`config.mk`:
```
export PLATFORM = sky130hd
export DESIGN_NAME = rf_write_arbiter_flat
export DESIGN_NICKNAME = d
export VERILOG_FILES = /design/src/rtl/rf_pkg.sv /design/src/rtl/rf_write_arbiter_if.sv /design/src/rtl/rf_wb_prio_arb.sv /design/src/rtl/rf_write_arbiter.sv /design/src/flat_wrapper.sv
export SDC_FILE = /design/constraint.sdc
export NUM_CORES = 1
export LEC_CHECK = 0
export ABC_CLOCK_PERIOD_IN_PS = 4000
export BUFFER_PORTS_ARGS = -buffer_cell sky130_fd_sc_hd__buf_2
export CORE_MARGIN = 3
export CORE_UTILIZATION = 40
export CTS_CLUSTER_SIZE = 12
export DETAILED_ROUTE_END_ITERATION = 8
export HOLD_SLACK_MARGIN = 0.05
export PLACE_DENSITY = 0.77
export SLEW_MARGIN = 20
export SYNTH_ARGS = -nofsm -noshare
export SYNTH_HDL_FRONTEND = slang
export SYNTH_SLANG_ARGS = --single-unit
```
`constraint.sdc`:
```
create_clock -name clk -period 4 [get_ports clk]
set_clock_uncertainty 0.15 [all_clocks]
set_input_delay 0.4 -clock clk [delete_from_list [all_inputs] [get_ports clk]]
set_output_delay 0.4 -clock clk [all_outputs]
set_load 0.05 [all_outputs]
```
`src/rtl/rf_pkg.sv`:
```
// Shared register-file types and widths used by the write arbiter, the
// register file and the pipeline writeback stage.
package rf_pkg;

  localparam int unsigned RF_ADDR_W = 5;
  localparam int unsigned RF_DATA_W = 32;

  localparam logic [RF_ADDR_W-1:0] RF_ZERO_REG = 5'd0;

  // Write payload; the index field is 'rd' because 'reg' is a reserved word
  typedef struct packed {
    logic [RF_ADDR_W-1:0] rd;
    logic [RF_DATA_W-1:0] data;
  } rf_wr_t;

endpackage

```
`src/rtl/rf_write_arbiter_if.sv`:
```
// Bus bundle for the register-file write arbiter: two valid/ready writeback
// sources plus the register-file write port and starvation status.
interface rf_write_arbiter_if #(
  parameter int unsigned ADDR_W = 5,
  parameter int unsigned DATA_W = 32
);

  logic              a_valid;
  logic              a_ready;
  logic [ADDR_W-1:0] a_reg;
  logic [DATA_W-1:0] a_data;

  logic              b_valid;
  logic              b_ready;
  logic [ADDR_W-1:0] b_reg;
  logic [DATA_W-1:0] b_data;

  logic              rf_write;
  logic [ADDR_W-1:0] rf_wr;
  logic [DATA_W-1:0] rf_wd;
  logic              b_starved;

  // Arbiter side
  modport slave (
    input  a_valid, a_reg, a_data,
    input  b_valid, b_reg, b_data,
    output a_ready, b_ready,
    output rf_write, rf_wr, rf_wd, b_starved
  );

  // Writeback sources and register file side
  modport master (
    output a_valid, a_reg, a_data,
    output b_valid, b_reg, b_data,
    input  a_ready, b_ready,
    input  rf_write, rf_wr, rf_wd, b_starved
  );

endinterface

```
`src/rtl/rf_wb_prio_arb.sv`:
```
// Fixed-priority grant (A over B) with a saturating starvation counter that
// forces B through after STARVE_LIMIT lost cycles.
module rf_wb_prio_arb #(
  parameter int unsigned STARVE_LIMIT = 4
) (
  input  logic clk,
  input  logic reset,
  input  logic a_valid_i,
  input  logic b_valid_i,
  output logic a_ready_o,
  output logic b_ready_o,
  output logic sel_b_o,
  output logic b_starved_o
);

  localparam int unsigned CNT_W = $clog2(STARVE_LIMIT + 1);
  localparam logic [CNT_W-1:0] LIMIT_C = CNT_W'(STARVE_LIMIT);

  logic [CNT_W-1:0] cnt_q, cnt_d;
  logic             force_b;

  assign force_b     = (cnt_q == LIMIT_C);
  assign b_starved_o = force_b;

  // Readies never look at their own port's valid
  assign a_ready_o = !reset && !(b_valid_i && force_b);
  assign b_ready_o = !reset && (!a_valid_i || force_b);
  assign sel_b_o   = b_valid_i && b_ready_o;

  always_comb begin
    cnt_d = '0;
    if (b_valid_i && !b_ready_o) begin
      cnt_d = force_b ? cnt_q : cnt_q + CNT_W'(1);
    end
  end

  always_ff @(posedge clk) begin
    if (reset) begin
      cnt_q <= '0;
    end else begin
      cnt_q <= cnt_d;
    end
  end

endmodule

```
`src/rtl/rf_write_arbiter.sv`:
```
// Register-file write-port arbiter: grants one of two writeback sources per
// cycle and registers the accepted write. Optional macro RF_WB_FWD_EN adds
// combinational forwarding of the committing write to two read indices.
module rf_write_arbiter
  import rf_pkg::*;
#(
  parameter int unsigned DATA_W       = RF_DATA_W,
  parameter int unsigned ADDR_W       = RF_ADDR_W,
  parameter int unsigned STARVE_LIMIT = 4
) (
  input  logic              clk,
  input  logic              reset,
  rf_write_arbiter_if.slave bus
`ifdef RF_WB_FWD_EN
  ,
  input  logic [ADDR_W-1:0] q1_reg,
  input  logic [ADDR_W-1:0] q2_reg,
  output logic              q1_hit,
  output logic              q2_hit,
  output logic [DATA_W-1:0] fwd_data
`endif
);

  typedef struct packed {
    logic [ADDR_W-1:0] rd;
    logic [DATA_W-1:0] data;
  } wr_t;

  localparam logic [ADDR_W-1:0] ZERO_REG_C = ADDR_W'(RF_ZERO_REG);

  logic a_ready, b_ready, sel_b, b_starved;
  logic acc_a;
  wr_t  win;

  logic write_q, write_d;
  wr_t  wr_q, wr_d;

  rf_wb_prio_arb #(
    .STARVE_LIMIT (STARVE_LIMIT)
  ) u_arb (
    .clk         (clk),
    .reset       (reset),
    .a_valid_i   (bus.a_valid),
    .b_valid_i   (bus.b_valid),
    .a_ready_o   (a_ready),
    .b_ready_o   (b_ready),
    .sel_b_o     (sel_b),
    .b_starved_o (b_starved)
  );

  assign bus.a_ready   = a_ready;
  assign bus.b_ready   = b_ready;
  assign bus.b_starved = b_starved;

  assign acc_a = bus.a_valid && a_ready;
  assign win   = sel_b ? wr_t'{rd: bus.b_reg, data: bus.b_data}
                       : wr_t'{rd: bus.a_reg, data: bus.a_data};

  // Index/data hold when idle; only the enable drops
  always_comb begin
    write_d = 1'b0;
    wr_d    = wr_q;
    if (acc_a || sel_b) begin
      write_d = (win.rd != ZERO_REG_C);
      wr_d    = win;
    end
  end

  always_ff @(posedge clk) begin
    if (reset) begin
      write_q <= 1'b0;
      wr_q    <= '0;
    end else begin
      write_q <= write_d;
      wr_q    <= wr_d;
    end
  end

  assign bus.rf_write = write_q;
  assign bus.rf_wr    = wr_q.rd;
  assign bus.rf_wd    = wr_q.data;

`ifdef RF_WB_FWD_EN
  assign q1_hit   = write_q && (wr_q.rd == q1_reg) && (q1_reg != ZERO_REG_C);
  assign q2_hit   = write_q && (wr_q.rd == q2_reg) && (q2_reg != ZERO_REG_C);
  assign fwd_data = wr_q.data;
`endif

endmodule

```
`src/flat_wrapper.sv`:
```
// flat-port wrapper written by rule: the top's interface ports become plain ports
module rf_write_arbiter_flat import rf_pkg::*;
#(
  parameter int unsigned DATA_W       = RF_DATA_W,
  parameter int unsigned ADDR_W       = RF_ADDR_W,
  parameter int unsigned STARVE_LIMIT = 4
)
  (clk, reset, bus_a_valid, bus_a_reg, bus_a_data, bus_b_valid, bus_b_reg, bus_b_data, bus_a_ready, bus_b_ready, bus_rf_write, bus_rf_wr, bus_rf_wd, bus_b_starved);
  rf_write_arbiter_if #(.ADDR_W(ADDR_W), .DATA_W(DATA_W)) bus_i ();
  input  logic clk;
  input  logic reset;
  input wire logic [$bits(bus_i.a_valid)-1:0] bus_a_valid;
  input wire logic [$bits(bus_i.a_reg)-1:0] bus_a_reg;
  input wire logic [$bits(bus_i.a_data)-1:0] bus_a_data;
  input wire logic [$bits(bus_i.b_valid)-1:0] bus_b_valid;
  input wire logic [$bits(bus_i.b_reg)-1:0] bus_b_reg;
  input wire logic [$bits(bus_i.b_data)-1:0] bus_b_data;
  output wire logic [$bits(bus_i.a_ready)-1:0] bus_a_ready;
  output wire logic [$bits(bus_i.b_ready)-1:0] bus_b_ready;
  output wire logic [$bits(bus_i.rf_write)-1:0] bus_rf_write;
  output wire logic [$bits(bus_i.rf_wr)-1:0] bus_rf_wr;
  output wire logic [$bits(bus_i.rf_wd)-1:0] bus_rf_wd;
  output wire logic [$bits(bus_i.b_starved)-1:0] bus_b_starved;
  assign bus_i.a_valid = bus_a_valid;
  assign bus_i.a_reg = bus_a_reg;
  assign bus_i.a_data = bus_a_data;
  assign bus_i.b_valid = bus_b_valid;
  assign bus_i.b_reg = bus_b_reg;
  assign bus_i.b_data = bus_b_data;
  assign bus_a_ready = bus_i.a_ready;
  assign bus_b_ready = bus_i.b_ready;
  assign bus_rf_write = bus_i.rf_write;
  assign bus_rf_wr = bus_i.rf_wr;
  assign bus_rf_wd = bus_i.rf_wd;
  assign bus_b_starved = bus_i.b_starved;
  rf_write_arbiter #(.DATA_W(DATA_W), .ADDR_W(ADDR_W), .STARVE_LIMIT(STARVE_LIMIT)) u_core (.clk(clk), .reset(reset), .bus(bus_i));
endmodule
```
==> impl_metrics.py, run 1 <==
metrics = {
    "run_status": {
        "status": "completed",
    },
    "clock_network": {
        "post_cts_buffers": 0,
        "clock_tree.root_cell": "clkbuf_8",
        "clk_latency_ns": 0.29,
        "htree_levels": 2,
        "clockBufferDepth": 2,
        "path_clk_slew_ns": 0.08,
        "postCtsHoldBufs": 0,
        "cts_resized": 0,
        "clock-sinks": 41,
        "cts-buffers-inserted": 5,
        "tritoncts": "built",
    },
    "route": {
        "dr.pass1.iters": 4,
        "via_count": 2058,
        "wl_met2_mm": 2.60,
        "routed_wl_mm": 5.34,
        "highest_layer": "met4",
        "final_antenna_net_count": 0,
        "drc_errors": 0,
        "drt-initial-drc-count": 140,
        "drt-met1-wl_mm": 2.27,
        "dr_wl_met3_um": 385,
        "vias_per_cell": 5.26,
        "wire_per_inst_um": 13.7,
    },
    "final_layout": {
        "n_antenna_cell": 0,
        "final_cell_mix": "buf_2 (118), nand2_1 (76), dfxtp_1 (41)",
        "layout_commonest_cell": "buf_2",
        "area_growth_pct": 37.3,
        "fin_nets": 420,
        "layout-drive-gt1-share_pct": 38.4,
    },
    "die": {
        "die_h_um": 73.7,
        "fp.coreArea_um2": 4200,
        "die_area_um2": 5430,
        "io_pins": 119,
        "floorplan.initialDensity_pct": 43.6,
        "rows": 23,
        "die_x_um": 73.7,
    },
    "grt": {
        "grt_overflow": 0,
        "grt_max_degree": 40,
        "grt_pass1_wl_mm": 8.42,
        "antenna_found_initial": 0,
        "grt_pass1_vias": 1962,
        "grt_usage_pct": 19.6,
    },
    "timing": {
        "hold_viol": 0,
        "min_period_over_period_pct": 55.9,
        "finalSetupViolations": 0,
        "setup_tns_ns": 0,
        "worstMarginPinSlew_ns": 0.831,
        "rsz0062_at_grt": "false",
        "fin_ws_ns": 1.76,
        "slew-limit-headroom_pct": 44.6,
        "fmax_mhz": 447,
        "fin_crit_ns": 2.24,
        "maxSlewViolCount": 0,
    },
    "critical_path": {
        "worstReg2RegStart": "u_core.u_arb.cnt_q[0]$_SDFFE_PP0N_",
        "regToRegSetupSlack_ns": 1.76,
        "ff2ff_path_depth": 5,
        "crit_required_ns": 4.01,
        "startpoint_type": "register",
        "cp_max_fo": 39,
        "cp-end-kind": "register",
        "arrival_ns": 2.25,
        "crit_type": "reg2reg",
        "rr_endpoint": "u_core.bus.rf_wd[20]$_SDFFE_PP0P_",
    },
    "yosys": {
        "avgSynthCellArea_um2": 7.90,
        "yosysWarningCount": 0,
        "syn_inst": 232,
        "ys_types": 24,
        "ys_ff_latch": 41,
        "synth_area_um2": 1830,
        "yosysSeqAreaShare_pct": 44.8,
        "syn-num-nets": 312,
    },
    "hold_path": {
        "hp-start": "bus_b_data[0]",
        "hold_end": "u_core.bus.rf_wd[0]$_SDFFE_PP0P_",
        "hold_path_depth": 3,
        "holdCritPathClass": "in2reg",
    },
    "power": {
        "ir_worst_vdd_uv": 245,
        "power_leakage_nw": 1.15,
        "power.density_nw_per_um2": 426,
    },
    "placement": {
        "port_buffers": 118,
        "pre_cts_slack_ns": 1.71,
        "place.gp.congestion": 0.748,
        "hpwlAfterDp_mm": 3.75,
    },
    "flow_run": {
        "cap_violations": 0,
    },
}
-- layer usage --
layer | track usage [%] | vias to the layer above
met5 | 0 | -
met4 | 6.64 | 0
met3 | 3.56 | 8
met2 | 34.1 | 74
met1 | 24.3 | 952
li1 | - | 1024
-- registers in the layout, summed over array words and instances, names as in the netlist --
| register | cells |
|---|---|
| u_core.bus.rf_write | 1 |
| u_core.bus.rf_wd | 32 |
| u_core.bus.rf_wr | 5 |
| u_core.u_arb.cnt_q | 3 |
-- how the worst max path moves through the flow --
stage,cells after the start,endpoint,startpoint,slack (ns)
final,5,u_core.bus.rf_wd[20]$_SDFFE_PP0P_,u_core.u_arb.cnt_q[0]$_SDFFE_PP0N_,1.76
after global placement,4,u_core.bus.rf_wd[28]$_SDFFE_PP0P_,bus_a_valid,1.74
after detailed placement,4,u_core.bus.rf_wd[25]$_SDFFE_PP0P_,bus_a_valid,1.71
after CTS,5,u_core.bus.rf_wd[23]$_SDFFE_PP0P_,u_core.u_arb.cnt_q[0]$_SDFFE_PP0N_,1.73
after floorplan,5,bus_a_ready,u_core.u_arb.cnt_q[0]$_SDFFE_PP0N_,1.70
after global routing,5,u_core.bus.rf_wd[19]$_SDFFE_PP0P_,u_core.u_arb.cnt_q[0]$_SDFFE_PP0N_,1.57
-- stage by stage --
stage                     util [%]  hold WS, ns  total power (W)  area [um^2]  std cells
final                         59.9        0.198          0.00107         2510        391
after global placement        57.1        0.295         0.000736         2400        383
after floorplan                  -        0.279         0.000654         1830        232
after detailed placement      57.1        0.305         0.000739         2400        383
after global routing          59.9        0.195          0.00111         2510        391
after CTS                     59.9        0.196          0.00108         2510        391
-- final cells by class --
cell class                      count  area (um^2)
Fill cell                         410         1690
Multi-Input combinational cell    169          898
Sequential cell                    41          821
Timing Repair Buffer              120          606
Clock buffer                        7         86.3
Tap cell                           50         62.6
Clock inverter                      1         30.0
Inverter                            3         11.3
-- cell families (layout without fill, tap and decap cells) --
family / after synthesis / count (layout) / share of synthesized area (%)
multiplexers: 1 / 1 / 0.546
AO/OA/AOI/OAI: 42 / 42 / 17.4
adder cells (fa/ha/maj): 2 / 2 / 1.37
flip-flops: 41 / 41 / 44.8
buffers and inverters: 22 / 131 / 6.49
AND/OR/NAND/NOR: 124 / 124 / 29.4
-- critical path, stage by stage (launching register included) --
cell	delay [ns]
dfxtp_1	0.33
inv_1	0.06
ha_1	0.18
a21bo_2	0.65
and2_4	0.56
o211ai_1	0.16
-- where the power goes --
group	total [W]	switching, W	internal, W	leakage [nW]
logic	0.000270	0.000193	0.0000769	0.752
clock network	0.000345	0.000141	0.000204	0.0585
registers	0.000458	0.0000160	0.000442	0.341
total	0.00107	0.000350	0.000723	1.15
-- Yosys cell counts --
master    number  area share, %
nand4_1        1           0.34
buf_1          3           0.61
and2_4         1           0.48
nor3_2         1           0.55
nor3b_1        1           0.41
buf_6          3            1.8
o211ai_1      37             15
nor2_1         3           0.61
nand2_1       76             16
ha_1           2            1.4
o21ba_2        1           0.55
a21bo_2        1           0.55
a21oi_1        2           0.55
and2b_1        1           0.41
or4_1          1           0.41
dfxtp_1       41             45
buf_2          8            2.2
mux2i_1        1           0.55
nor3_1         2           0.55
o311a_1        1           0.55
inv_1          3           0.61
nand3_1       37             10
clkbuf_1       4           0.82
buf_4          1           0.41
Power figures use the tool's default switching activity.
==> run 2, diff against run 1 <==
Settings changed: ABC_CLOCK_PERIOD_IN_PS 4000 to 2200.
Clock period 4 ns to 2.2 ns, I/O delays scaled along.
==> impl_metrics.py, run 2 (synthesis gave the netlist of run 1 again) <==
metrics = {
    "placement": {
        "pre_cts_slack_ns": 0.459,
        "hpwlAfterDp_mm": 3.80,
        "place.gp.congestion": 0.715,
        "numPlacedInstances": 387,
        "port_buffers": 118,
    },
    "timing": {
        "fin_crit_ns": 2.11,
        "slew-limit-headroom_pct": 71.2,
        "min_period_over_period_pct": 95.8,
        "fmax_mhz": 475,
        "maxSlewViolCount": 0,
        "finalSetupViolations": 0,
        "hold_viol": 0,
        "worstMarginPinSlew_ns": 0.432,
        "fin_ws_ns": 0.0933,
    },
    "clock_network": {
        "path_clk_slew_ns": 0.08,
        "clockBufferDepth": 2,
        "htree_levels": 2,
        "tritoncts": "built",
        "clock_tree.root_cell": "clkbuf_8",
        "cts-buffers-inserted": 5,
        "clk_latency_ns": 0.29,
        "clock-sinks": 41,
    },
    "power": {
        "power_frac_seq_pct": 40.2,
        "ir_worst_vdd_uv": 499,
        "netSwitchingPower_w": 0.000659,
        "swShare_pct": 31.8,
        "power_leakage_nw": 1.49,
        "p_clk_share_pct": 29.9,
        "p_comb_share_pct": 29.9,
        "internal_power_w": 0.00142,
        "power.density_nw_per_um2": 648,
    },
    "final_layout": {
        "multiInputGateArea_um2": 907,
        "fin_nets": 488,
        "n_antenna_cell": 0,
        "area_growth_pct": 74.6,
        "layout-drive-gt1-share_pct": 33.5,
        "seq_area_um2": 822,
        "largest_reg_flops": 32,
        "layout_commonest_cell": "buf_2",
        "stdcell_count": 459,
        "num-fill-cells": 313,
        "final_cell_mix": "buf_2 (118), nand2_1 (76), dlygate4sd3_1 (63)",
    },
    "die": {
        "fp.coreArea_um2": 4200,
        "io_pins": 119,
        "floorplan.initialDensity_pct": 43.6,
        "die_h_um": 73.7,
        "rows": 23,
        "die_area_um2": 5430,
        "die_x_um": 73.7,
    },
    "route": {
        "final_antenna_net_count": 0,
        "drc_errors": 0,
        "vias_per_cell": 5.09,
        "routed_wl_mm": 6.50,
        "drt-initial-drc-count": 124,
        "dr.pass1.iters": 4,
        "wire_per_inst_um": 14.2,
        "via_count": 2337,
    },
    "run_status": {
        "status": "completed",
    },
    "critical_path": {
        "critPathTopFamily": "buffers and inverters",
        "crit_buf_inv": 3,
        "arrival_ns": 2.13,
        "critical-path-slowest-cell": "dlygate4sd3_1",
        "cp-end-kind": "register",
        "startpoint_type": "register",
        "crit_chain": "inv_1 > ha_1 > a21bo_2 > buf_12 > nand3_1 > o211ai_1 > dlygate4sd3_1",
        "crit_required_ns": 2.22,
        "slowest_delay_ns": 0.58,
        "crit_type": "reg2reg",
        "cp_max_fo": 38,
    },
    "grt": {
        "grt_overflow": 0,
        "grt_pass1_vias": 2359,
        "grt_pass1_wl_mm": 10.3,
        "grt_max_degree": 40,
        "antenna_found_initial": 0,
        "grt_usage_pct": 24.3,
    },
    "flow_run": {
        "cap_violations": 0,
    },
    "hold_path": {
        "holdCritPathClass": "in2reg",
    },
}
run 2: changes by cell type in the layout (fill, tap and decap cells not counted):
cell | previous run | this run
and2_4 | 1 | 2
dfxtp_1 | 41 | 40
dlygate4sd3_1 | 0 | 63
buf_4 | 2 | 5
buf_12 | 0 | 1
dfxtp_2 | 0 | 1
run 2: worst min-delay path: cells and delay by family:
kind	cells	cell delay, ns
and+or+nand+nor	1	0.05
AOI/OAI and AO/OA	1	0.08
buffers and inverters	1	0.10
run 2: worst paths after layout:
check                                startpoint  slack [ns]  depth (start not counted)                                 end
max          u_core.u_arb.cnt_q[0]$_SDFFE_PP0N_        0.09                          7   u_core.bus.rf_wd[28]$_SDFFE_PP0P_
min                              bus_a_data[16]        0.05                          3   u_core.bus.rf_wd[16]$_SDFFE_PP0P_
max reg2reg  u_core.u_arb.cnt_q[0]$_SDFFE_PP0N_        0.09                          7   u_core.bus.rf_wd[28]$_SDFFE_PP0P_
min reg2reg  u_core.u_arb.cnt_q[0]$_SDFFE_PP0N_        0.28                          1  u_core.u_arb.cnt_q[0]$_SDFFE_PP0N_
run 2: layout make-up:
type,instances,area share [%]
multi-input combinational,170,28.4
timing repair buffer,187,40.0
sequential,41,25.7
inverter,3,0.352
tap,50,1.96
clock buffer,7,2.70
clock inverter,1,0.939
run 2: power by group through the flow:
stage                     clock, W  sequential [W]  combinational [W]
after global routing      0.000653        0.000841           0.000661
after floorplan                  0         0.00106           0.000128
after detailed placement         0        0.000850           0.000499
after global placement           0        0.000849           0.000496
final                     0.000619        0.000834           0.000620
after CTS                 0.000630        0.000833           0.000606
run 2: stage by stage:
stage	area, um^2	setup TNS, ns	util, %	hold WS, ns	total power (W)
5_1_grt	3200	-0.00853	76.1	0.0516	0.00216
3_3_place_gp	2430	0	57.8	0.293	0.00135
4_1_cts	3180	0	75.6	0.0507	0.00207
2_1_floorplan	1830	0	-	0.230	0.00119
6_report	3200	0	76.1	0.0530	0.00207
3_5_place_dp	2430	0	57.8	0.304	0.00135
run 2: per-layer routing:
metal,routed length [um],GRT usage (%),up-vias
met5,0,0,-
met4,179,10.7,0
met3,459,5.20,21
met2,3300,42.8,100
met1,2560,27.9,1059
li1,-,-,1157
run 2: what timing repair did:
item	CTS	global route
resized for setup	0	5
hold buffers	63	0
setup buffers	0	0
hold endpoints to repair	35	0
endpoints found under the setup margin	0	28
